$ cat config.mk
export PLATFORM = sky130hd
export DESIGN_NAME = memory_access
export DESIGN_NICKNAME = d
export VERILOG_FILES = /design/src/rtl/memory_pkg.sv /design/src/rtl/load_extend.sv /design/src/rtl/memory_access.sv
export SDC_FILE = /design/constraint.sdc
export NUM_CORES = 1
export LEC_CHECK = 0
export ABC_CLOCK_PERIOD_IN_PS = 5700
export BUFFER_PORTS_ARGS = -buffer_cell sky130_fd_sc_hd__buf_2
export CAP_MARGIN = 25
export CORE_AREA = 4 4 256 258
export CTS_CLUSTER_DIAMETER = 120
export DETAILED_ROUTE_END_ITERATION = 7
export DIE_AREA = 0 0 260 262
export MAX_ROUTING_LAYER = met4
export PLACE_DENSITY = 0.45
export SYNTH_ARGS = -nofsm -noshare
export SYNTH_HDL_FRONTEND = slang
export SYNTH_SLANG_ARGS = --single-unit
$ cat constraint.sdc
create_clock -name clk -period 5.7 [get_ports clk]
set_input_delay 0.57 -clock clk [delete_from_list [all_inputs] [get_ports clk]]
set_output_delay 0.57 -clock clk [all_outputs]
set_load 0.005 [all_outputs]
$ cat src/rtl/memory_pkg.sv
// Shared types and helpers for the memory-access stage: FSM states,
// one-hot load/store encodings and store lane formatting.
package memory_pkg;

   typedef enum logic [1:0] {
      ST_IDLE,
      ST_REQ,
      ST_WAIT,
      ST_DONE
   } state_t;

   localparam int INFO_W = 11;

   localparam int INFO_LB  = 10;
   localparam int INFO_LH  = 9;
   localparam int INFO_LW  = 8;
   localparam int INFO_LD  = 7;
   localparam int INFO_LBU = 6;
   localparam int INFO_LHU = 5;
   localparam int INFO_LWU = 4;
   localparam int INFO_SB  = 3;
   localparam int INFO_SH  = 2;
   localparam int INFO_SW  = 1;
   localparam int INFO_SD  = 0;

   localparam logic [INFO_W-1:0] OP_LB  = 11'(1) << INFO_LB;
   localparam logic [INFO_W-1:0] OP_LH  = 11'(1) << INFO_LH;
   localparam logic [INFO_W-1:0] OP_LW  = 11'(1) << INFO_LW;
   localparam logic [INFO_W-1:0] OP_LD  = 11'(1) << INFO_LD;
   localparam logic [INFO_W-1:0] OP_LBU = 11'(1) << INFO_LBU;
   localparam logic [INFO_W-1:0] OP_LHU = 11'(1) << INFO_LHU;
   localparam logic [INFO_W-1:0] OP_LWU = 11'(1) << INFO_LWU;
   localparam logic [INFO_W-1:0] OP_SB  = 11'(1) << INFO_SB;
   localparam logic [INFO_W-1:0] OP_SH  = 11'(1) << INFO_SH;
   localparam logic [INFO_W-1:0] OP_SW  = 11'(1) << INFO_SW;
   localparam logic [INFO_W-1:0] OP_SD  = 11'(1) << INFO_SD;

   localparam logic [INFO_W-1:0] MASK_STORE  = OP_SB | OP_SH | OP_SW | OP_SD;
   localparam logic [INFO_W-1:0] MASK_HALF   = OP_LH | OP_LHU | OP_SH;
   localparam logic [INFO_W-1:0] MASK_WORD   = OP_LW | OP_LWU | OP_SW;
   localparam logic [INFO_W-1:0] MASK_DOUBLE = OP_LD | OP_SD;

   function automatic logic is_store(input logic [INFO_W-1:0] info);
      return |(info & MASK_STORE);
   endfunction

   function automatic logic is_misaligned(input logic [INFO_W-1:0] info,
                                          input logic [2:0] addr_lo);
      return ((|(info & MASK_HALF))   && (addr_lo[0] != 1'b0))   ||
             ((|(info & MASK_WORD))   && (addr_lo[1:0] != 2'b00)) ||
             ((|(info & MASK_DOUBLE)) && (addr_lo != 3'b000));
   endfunction

   // Byte enables for the addressed lanes; loads and non-memory ops get none.
   function automatic logic [7:0] store_wstrb(input logic [INFO_W-1:0] info,
                                              input logic [2:0] addr_lo);
      logic [7:0] strb;
      strb = 8'h00;
      if (|(info & OP_SB)) strb = 8'h01 << addr_lo;
      if (|(info & OP_SH)) strb = 8'h03 << addr_lo;
      if (|(info & OP_SW)) strb = 8'h0F << addr_lo;
      if (|(info & OP_SD)) strb = 8'hFF;
      return strb;
   endfunction

   function automatic logic [63:0] store_wdata(input logic [INFO_W-1:0] info,
                                               input logic [63:0] data);
      logic [63:0] wdata;
      wdata = '0;
      if (|(info & OP_SB)) wdata = {8{data[7:0]}};
      if (|(info & OP_SH)) wdata = {4{data[15:0]}};
      if (|(info & OP_SW)) wdata = {2{data[31:0]}};
      if (|(info & OP_SD)) wdata = data;
      return wdata;
   endfunction

endpackage

$ cat src/rtl/load_extend.sv
// Picks the addressed lane out of an aligned doubleword and sign- or
// zero-extends it to 64 bits according to the one-hot load type.
module load_extend
   import memory_pkg::*;
(
   input  logic [INFO_W-1:0] info,
   input  logic [2:0]        addr_lo,
   input  logic [63:0]       rdata,
   output logic [63:0]       result
);

   logic [63:0] shifted;

   always_comb begin
      shifted = rdata >> {addr_lo, 3'b000};
      result  = '0;
      if (|(info & OP_LB))  result = {{56{shifted[7]}},  shifted[7:0]};
      if (|(info & OP_LH))  result = {{48{shifted[15]}}, shifted[15:0]};
      if (|(info & OP_LW))  result = {{32{shifted[31]}}, shifted[31:0]};
      if (|(info & OP_LD))  result = shifted;
      if (|(info & OP_LBU)) result = {56'd0, shifted[7:0]};
      if (|(info & OP_LHU)) result = {48'd0, shifted[15:0]};
      if (|(info & OP_LWU)) result = {32'd0, shifted[31:0]};
   end

endmodule

$ cat src/rtl/memory_access.sv
// Memory stage: accepts one instruction at a time, runs the data-memory
// request/grant/rvalid handshake and holds the result until writeback takes it.
module memory_access
   import memory_pkg::*;
(
   input  logic              clk,
   input  logic              rst_n,
   input  logic              regM_i_valid,
   input  logic [INFO_W-1:0] regM_i_load_store_info,
   input  logic [63:0]       regM_i_alu_result,
   input  logic [63:0]       regM_i_regdata2,
   input  logic [63:0]       regM_i_pc,
   input  logic [63:0]       regM_i_commit_pre_pc,
   output logic              memory_o_ready,
   output logic              dmem_o_req,
   output logic              dmem_o_we,
   output logic [63:0]       dmem_o_addr,
   output logic [63:0]       dmem_o_wdata,
   output logic [7:0]        dmem_o_wstrb,
   input  logic              dmem_i_gnt,
   input  logic              dmem_i_rvalid,
   input  logic [63:0]       dmem_i_rdata,
   output logic              memory_o_valid,
   output logic [63:0]       memory_o_result,
   output logic              memory_o_misalign,
   output logic [63:0]       memory_o_pc,
   output logic [63:0]       memory_o_commit_pre_pc,
   input  logic              wb_i_ready
);

   state_t            state;
   state_t            next_state;
   state_t            accept_target;
   logic              accept;
   logic              is_mem_op;
   logic              misaligned_op;

   logic [63:0]       addr_q;
   logic [INFO_W-1:0] info_q;
   logic [63:0]       pc_q;
   logic [63:0]       commit_pre_pc_q;
   logic              we_q;
   logic [7:0]        wstrb_q;
   logic [63:0]       wdata_q;
   logic [63:0]       result_q;
   logic              misalign_q;
   logic [63:0]       load_result;

   load_extend u_load_extend (
      .info    (info_q),
      .addr_lo (addr_q[2:0]),
      .rdata   (dmem_i_rdata),
      .result  (load_result)
   );

   always_ff @(posedge clk or negedge rst_n) begin
      if (!rst_n) state <= ST_IDLE;
      else        state <= next_state;
   end

   // An accept in DONE overrides the retire so back-to-back ops see no bubble.
   always_comb begin
      next_state     = state;
      is_mem_op      = |regM_i_load_store_info;
      misaligned_op  = is_misaligned(regM_i_load_store_info, regM_i_alu_result[2:0]);
      accept_target  = (!is_mem_op || misaligned_op) ? ST_DONE : ST_REQ;
      memory_o_ready = (state == ST_IDLE) || ((state == ST_DONE) && wb_i_ready);
      accept         = regM_i_valid && memory_o_ready;
      unique case (state)
         ST_REQ:  if (dmem_i_gnt)    next_state = we_q ? ST_DONE : ST_WAIT;
         ST_WAIT: if (dmem_i_rvalid) next_state = ST_DONE;
         ST_DONE: if (wb_i_ready)    next_state = ST_IDLE;
         default: next_state = state;
      endcase
      if (accept) next_state = accept_target;
   end

   always_ff @(posedge clk or negedge rst_n) begin
      if (!rst_n) begin
         addr_q          <= '0;
         info_q          <= '0;
         pc_q            <= '0;
         commit_pre_pc_q <= '0;
         we_q            <= 1'b0;
         wstrb_q         <= '0;
         wdata_q         <= '0;
         result_q        <= '0;
         misalign_q      <= 1'b0;
      end else if (accept) begin
         addr_q          <= regM_i_alu_result;
         info_q          <= regM_i_load_store_info;
         pc_q            <= regM_i_pc;
         commit_pre_pc_q <= regM_i_commit_pre_pc;
         we_q            <= is_store(regM_i_load_store_info) && !misaligned_op;
         wstrb_q         <= store_wstrb(regM_i_load_store_info, regM_i_alu_result[2:0]);
         wdata_q         <= store_wdata(regM_i_load_store_info, regM_i_regdata2);
         result_q        <= is_mem_op ? 64'd0 : regM_i_alu_result;
         misalign_q      <= misaligned_op;
      end else if ((state == ST_WAIT) && dmem_i_rvalid) begin
         result_q        <= load_result;
      end
   end

   assign dmem_o_req             = (state == ST_REQ);
   assign dmem_o_we              = we_q;
   assign dmem_o_addr            = {addr_q[63:3], 3'b000};
   assign dmem_o_wdata           = wdata_q;
   assign dmem_o_wstrb           = wstrb_q;

   assign memory_o_valid         = (state == ST_DONE);
   assign memory_o_result        = result_q;
   assign memory_o_misalign      = misalign_q;
   assign memory_o_pc            = pc_q;
   assign memory_o_commit_pre_pc = commit_pre_pc_q;

endmodule

# [Word level (Yosys, flattened, before mapping)]
# Cells that the tools add are included.
[totals] output_inout_bits=333 regBits=343
[op_classes] n_eq_ne=6 muxes=25 shifts=4 reduce_logical=24
[ops] operator="$mux 64" n=14
[ops] operator="$shr 64x6->64" n=1
[ops] operator="$mux 8" n=4
[ops] operator="$reduce_or 11->1" n=1
[ops] operator="$mux 2" n=5
[ops] operator="$shl 1x3->8 const A" n=1
[ops] operator="$shl 2x3->8 const A" n=1
[ops] operator="$shl 4x3->8 const A" n=1
[ops] operator="$logic_and 1x1->1" n=7
[ops] operator="$ne 3x1->1 const B" n=2
[ops] operator="$pmux 2 s3" n=1
[ops] operator="$reduce_or 3->1" n=2
[ops] operator="$eq 2x2->1 const B" n=2
[ops] operator="$logic_or 1x1->1" n=4
[ops] operator="$reduce_and 4->1" n=1
[ops] operator="$reduce_bool 2->1" n=2
[ops] operator="$reduce_bool 4->1" n=1
[ops] operator="$reduce_or 4->1" n=1
[ops] operator="$ne 3x3->1 const B" n=1
[ops] operator="$reduce_bool 3->1" n=1
[ops] operator="$eq 2x1->1 const B" n=1
[ops] operator="$logic_not 1->1" n=2
[ops] operator="$logic_not 2->1" n=1
[ops] operator="$reduce_or 2->1" n=1
[ops] operator="$mux 1" n=1

# [Depth between registers and ports, before layout]
[logic_depth] word_depth=10 depth_mapped=9 mapped_depth_nobuf=7

# [Hierarchy]
# From an unflattened synthesis, not the netlist that was laid out.
[unflattened] cells_unflattened=1937 area_unflattened_um2=17490.5
[modules_own_cells] module="memory_access" area_each_um2=15148.3 cells_per_inst=1613 instances=1
[modules_own_cells] module="load_extend" area_each_um2=2342.2 cells_per_inst=324 instances=1

# [Worst setup path after synthesis]
# No wires, ideal clock.
[synth_timing] path_type="input port to flip-flop" start="input port regM_i_load_store_info[1]" end="register result_q[47], in the netlist memory_o_result[47]" arrival_time_ns=1.983 stages=7 required_ns=5.596 setup_ns=0.104 setup_slack_ns=3.613 path_buffers=2 cell_sequence="clkbuf_1 > nor4_4 > nand3_2 > nor2_4 > buf_2 > a22oi_1 > o311ai_1"
[synth_between] elab_chain_cells=3
[synth_lines] element="start: declaration" line_no="memory_access.sv:9" source="input logic [INFO_W-1:0] regM_i_load_store_info,"
[synth_lines] element="$reduce_or 11->1" line_no="memory_access.sv:64" source="is_mem_op = |regM_i_load_store_info;"
[synth_lines] element="$mux 64" line_no="memory_access.sv:97" source="result_q <= is_mem_op ? 64'd0 : regM_i_alu_result;"
[synth_lines] element="$mux 64" line_no="memory_access.sv:89" source="end else if (accept) begin"
[synth_lines] element="end signal: assignment" line_no="memory_access.sv:97"
[synth_lines] element="end signal: assignment" line_no="memory_access.sv:100" source="result_q <= load_result;"
[synth_lines] element="end: declaration" line_no="memory_access.sv:45" source="logic [63:0] result_q;"
# No other way between the ends.
# A chain may end at the register's enable or synchronous reset.

# [Worst setup path after layout]
[layout_timing] start="register addr_q[0]" end="register result_q[47], in the netlist memory_o_result[47]"
[layout_between] elab_chain_cells=10
[layout_lines] element="start: declaration" line_no="memory_access.sv:38" source="logic [63:0] addr_q;"
[layout_lines] element="start signal: assignment" line_no="memory_access.sv:90" source="addr_q <= regM_i_alu_result;"
[layout_lines] element="$shr 64x6->64 (*)" line_no="load_extend.sv:15" source="shifted = rdata >> {addr_lo, 3'b000};"
[layout_lines] element="$mux 64" line_no="load_extend.sv:17" source="if (|(info & OP_LB)) result = {{56{shifted[7]}}, shifted[7:0]};"
[layout_lines] element="$mux 64" line_no="load_extend.sv:18" source="if (|(info & OP_LH)) result = {{48{shifted[15]}}, shifted[15:0]};"
[layout_lines] element="$mux 64" line_no="load_extend.sv:19" source="if (|(info & OP_LW)) result = {{32{shifted[31]}}, shifted[31:0]};"
[layout_lines] element="$mux 64 (*)" line_no="load_extend.sv:20" source="if (|(info & OP_LD)) result = shifted;"
[layout_lines] element="$mux 64 (*)" line_no="load_extend.sv:21" source="if (|(info & OP_LBU)) result = {56'd0, shifted[7:0]};"
[layout_lines] element="$mux 64 (*)" line_no="load_extend.sv:22" source="if (|(info & OP_LHU)) result = {48'd0, shifted[15:0]};"
[layout_lines] element="$mux 64 (*)" line_no="load_extend.sv:23" source="if (|(info & OP_LWU)) result = {32'd0, shifted[31:0]};"
[layout_lines] element="$mux 64 (*)" line_no="memory_access.sv:99" source="end else if ((state == ST_WAIT) && dmem_i_rvalid) begin"
[layout_lines] element="$mux 64 (*)" line_no="memory_access.sv:89"
# Mark *: on every way between the ends. The rest lies on a longest branch, timed or not. The select of a mux whose other input is x is not followed.

==> flow_metrics.env <==
export IMPL_cts_resized_gates=0
export IMPL_ctsHoldBuffers=0
export IMPL_nNetsFinal=2760
export IMPL_r2r_setup_slack_ns=2.30
export IMPL_wl_per_cell_um=22.08
export IMPL_async_flop_share_pct=100.0
export IMPL_drt_iter0_drc=1168
export IMPL_critPathBufInv=0
export IMPL_synth_seq_cells=339
export IMPL_final_common_cell="nand2_1"
export IMPL_synth_cell_types=60
export IMPL_crit_family="compound AO/OA/AOI/OAI gates"
export IMPL_final_layout_size_suffix_gt1_share_pct=32.23
export IMPL_critPathCaptureType="flip-flop"
export IMPL_synth_adder_area_share_pct=0.6859
export IMPL_finClkSkew_ns=0.009248
export IMPL_cts_tree="done"
export IMPL_r2r_start="addr_q[0]"
export IMPL_tightest_slew_ns=1.007
export IMPL_outcome="finished, final reports clean"
export IMPL_fmax_mhz=294.0
export IMPL_crit_fanout=70
export IMPL_grt_max_degree=139
export IMPL_maxSlewViolCount=0
export IMPL_synth_xor_area_share_pct=0
export IMPL_netlist_instances=1878
export IMPL_path_cells="mux4_2, mux2_4, o2bb2ai_2, o21ai_4, o311ai_1"
export IMPL_grt_pass1_vias=15890
export IMPL_synth_main_ff_cell="dfrtp_1"
export IMPL_layout_common_cells="nand2_1, buf_2, dfrtp_1"
export IMPL_cts_buffers=43
export IMPL_grt_pass1_wl_um=105500
export IMPL_fin_total_pwr_uw=12070
export IMPL_synth_top_family_by_area="simple AND/OR/NAND/NOR gates"
export IMPL_powerDensity_mw_per_mm2=560.3
export IMPL_pin_count=670
export IMPL_track_usage_pct=20.97
export IMPL_clock_tree_root_cell="clkbuf_16"
export IMPL_post_route_period_util_pct=59.67
export IMPL_core_area_mm2=0.06297
export IMPL_synth_yosys_seq_area_share_pct=51.67
export IMPL_clock_path_buffers=3
export IMPL_drcViolationCount=0
export IMPL_muxShareOfSynthArea_pct=4.435
export IMPL_die_area_mm2=0.06812
export IMPL_num_vias=15590
export IMPL_ant_nets=0
export IMPL_cts_setup_buffers=0
export IMPL_max_stage_delay_ns=1.07
export IMPL_min_path_type="primary input to async pin"
export IMPL_worstSetupStartpointType="flip-flop"
export IMPL_rows=92
export IMPL_rsz0062_at_grt="false"
export IMPL_setup_viol=0
export IMPL_port_buffers=666
export IMPL_cp_arrival_ns=3.78
export IMPL_cp_data_required_time_ns=6.08
export IMPL_max_cap_viol_count=0
export IMPL_worst_r2r_path_depth=5
export IMPL_clkSinkCount=339
export IMPL_die_height_um=262
export IMPL_gr_total_overflow=0
export IMPL_startpoint="addr_q[0]"
export IMPL_min_period_ns=3.401
export IMPL_r2r_end="memory_o_result[47]"
export IMPL_dieWidth_um=260
export IMPL_vias_per_cell=4.721
export IMPL_p_leak_uw=0.01142
export IMPL_vdd_ir_drop_max_uv=232.3
export IMPL_clk_latency_ns=0.57
export IMPL_slowest_stage="dfrtp_4"
export IMPL_avgSynthCellArea_um2=8.742
export IMPL_hold_viol=0
export IMPL_drt_pass1_iterations=5
export IMPL_wl_um=72900
export IMPL_yosys_area_share_simple_pct=22.79
export IMPL_tns_ns=0
export IMPL_path_class="flip-flop to flip-flop"
export IMPL_initial_utilization_pct=26.08
export IMPL_netlist_area_mm2=0.01642
export IMPL_slew_limit_headroom_pct=32.90
export IMPL_dpl_hpwl_um=55420
export IMPL_finalWeightedCongestion=0.8922
export IMPL_synth_edf_count=0
export IMPL_yosys_warnings=0
export IMPL_clk_pin_slew_ns=0.06
export IMPL_synth_compound_area_share_pct=13.77
export IMPL_cts_htree_levels=2
export IMPL_areaGrowthSynthToFinish_pct=31.16
export IMPL_antenna_found_initial=10
==> through the flow <==
step	setup slack (ns)	hold slack [ns]	instance area (um2)	instances	utilization [%]
after floorplan	3.613	0.2744	16430	1880	-
after global placement	2.134	0.4523	19960	3214	31.71
after detailed placement	2.025	0.4562	19960	3214	31.71
after CTS	2.350	0.08672	21510	3293	34.16
after global routing	2.145	0.1216	21530	3302	34.20
final	2.299	0.08182	21530	3302	34.20
==> synth_stat cells, types with 4 or more instances <==
library cell	n	area, um2
ha_1	9	112.6
a2111oi_0	4	35.03
a2bb2oi_1	9	78.83
mux2_2	6	67.56
nor2b_1	31	193.9
clkbuf_1	71	266.5
a221oi_1	4	35.03
dfrtp_1	339	8483
o311ai_1	9	78.83
o221ai_1	10	87.58
nor2_1	98	367.9
a21oi_1	75	375.4
buf_2	44	220.2
buf_1	5	18.77
a31oi_1	7	43.79
a21bo_2	6	60.06
a211oi_1	17	127.6
a22oi_1	40	300.3
nand2_1	737	2766
o21ai_0	53	265.3
a21o_1	22	165.2
a222oi_1	8	80.08
o22a_1	6	52.55
o22ai_1	17	106.4
nand2b_1	4	25.02
a211o_1	7	61.31
nand3_1	27	135.1
nand3b_1	9	67.56
nor3_1	7	35.03
mux2i_1	60	600.6
o31ai_1	26	195.2
inv_1	5	18.77
buf_4	72	540.5
==> cells by family after synthesis <==
group / count (synthesis)
AO/OA/AOI/OAI: 330
multiplexers: 69
adder cells (fa/ha/maj): 9
buffers and inverters: 199
other: 1
flip-flops: 339
AND/OR/NAND/NOR: 931
==> how the worst max path moves through the flow <==
stage	slack (ns)	endpoint	cells after the start
detailed placement	2.03	memory_o_result[47]	6
finish	2.30	memory_o_result[47]	5
global placement	2.13	memory_o_result[60]	6
CTS	2.35	memory_o_result[47]	5
floorplan	3.61	memory_o_result[47]	7
global route	2.15	memory_o_result[47]	5
==> worst register-to-register path, delay by kind of cell (launching register included) <==
kind               cells  cell delay, ns
DFF                    1            1.07
muxes                  2            0.98
AOI/OAI and AO/OA      3            1.16
==> area by class of cell <==
type	count	area, um2
Fill cell	6749	41430
Sequential cell	339	8487
Multi-Input combinational cell	1342	6887
Timing Repair Buffer	683	3521
Clock buffer	62	1309
Tap cell	846	1059
Clock inverter	17	234.0
Antenna cell	8	20.02
Inverter	5	18.77
==> layer usage <==
layer / global-route usage (%) / vias to the layer above / wire (um)
met5: - / - / 0
met1: 25.59 / 7583 / 29570
li1: - / 7290 / -
met4: 5.082 / 0 / 1660
met3: 4.895 / 108 / 5326
met2: 35.37 / 609 / 36340
==> report_power, final <==
part           total [uW]  switching [uW]  internal [uW]  leakage [uW]
Sequential           4290             746           3540       0.00422
Clock                2960            1130           1820      0.000762
Combinational        4820            2880           1940       0.00643
Total               12100            4760           7310        0.0114
==> registers in the layout, summed over array words and instances, names as in the netlist <==
| name | cells |
|---|---|
| addr_q | 64 |
| dmem_o_wdata | 64 |
| memory_o_commit_pre_pc | 64 |
| memory_o_pc | 64 |
| memory_o_result | 64 |
| dmem_o_wstrb | 8 |
| info_q | 7 |
| state | 2 |
| dmem_o_we | 1 |
| memory_o_misalign | 1 |
Note: power is estimated with default switching activity, not from simulation.
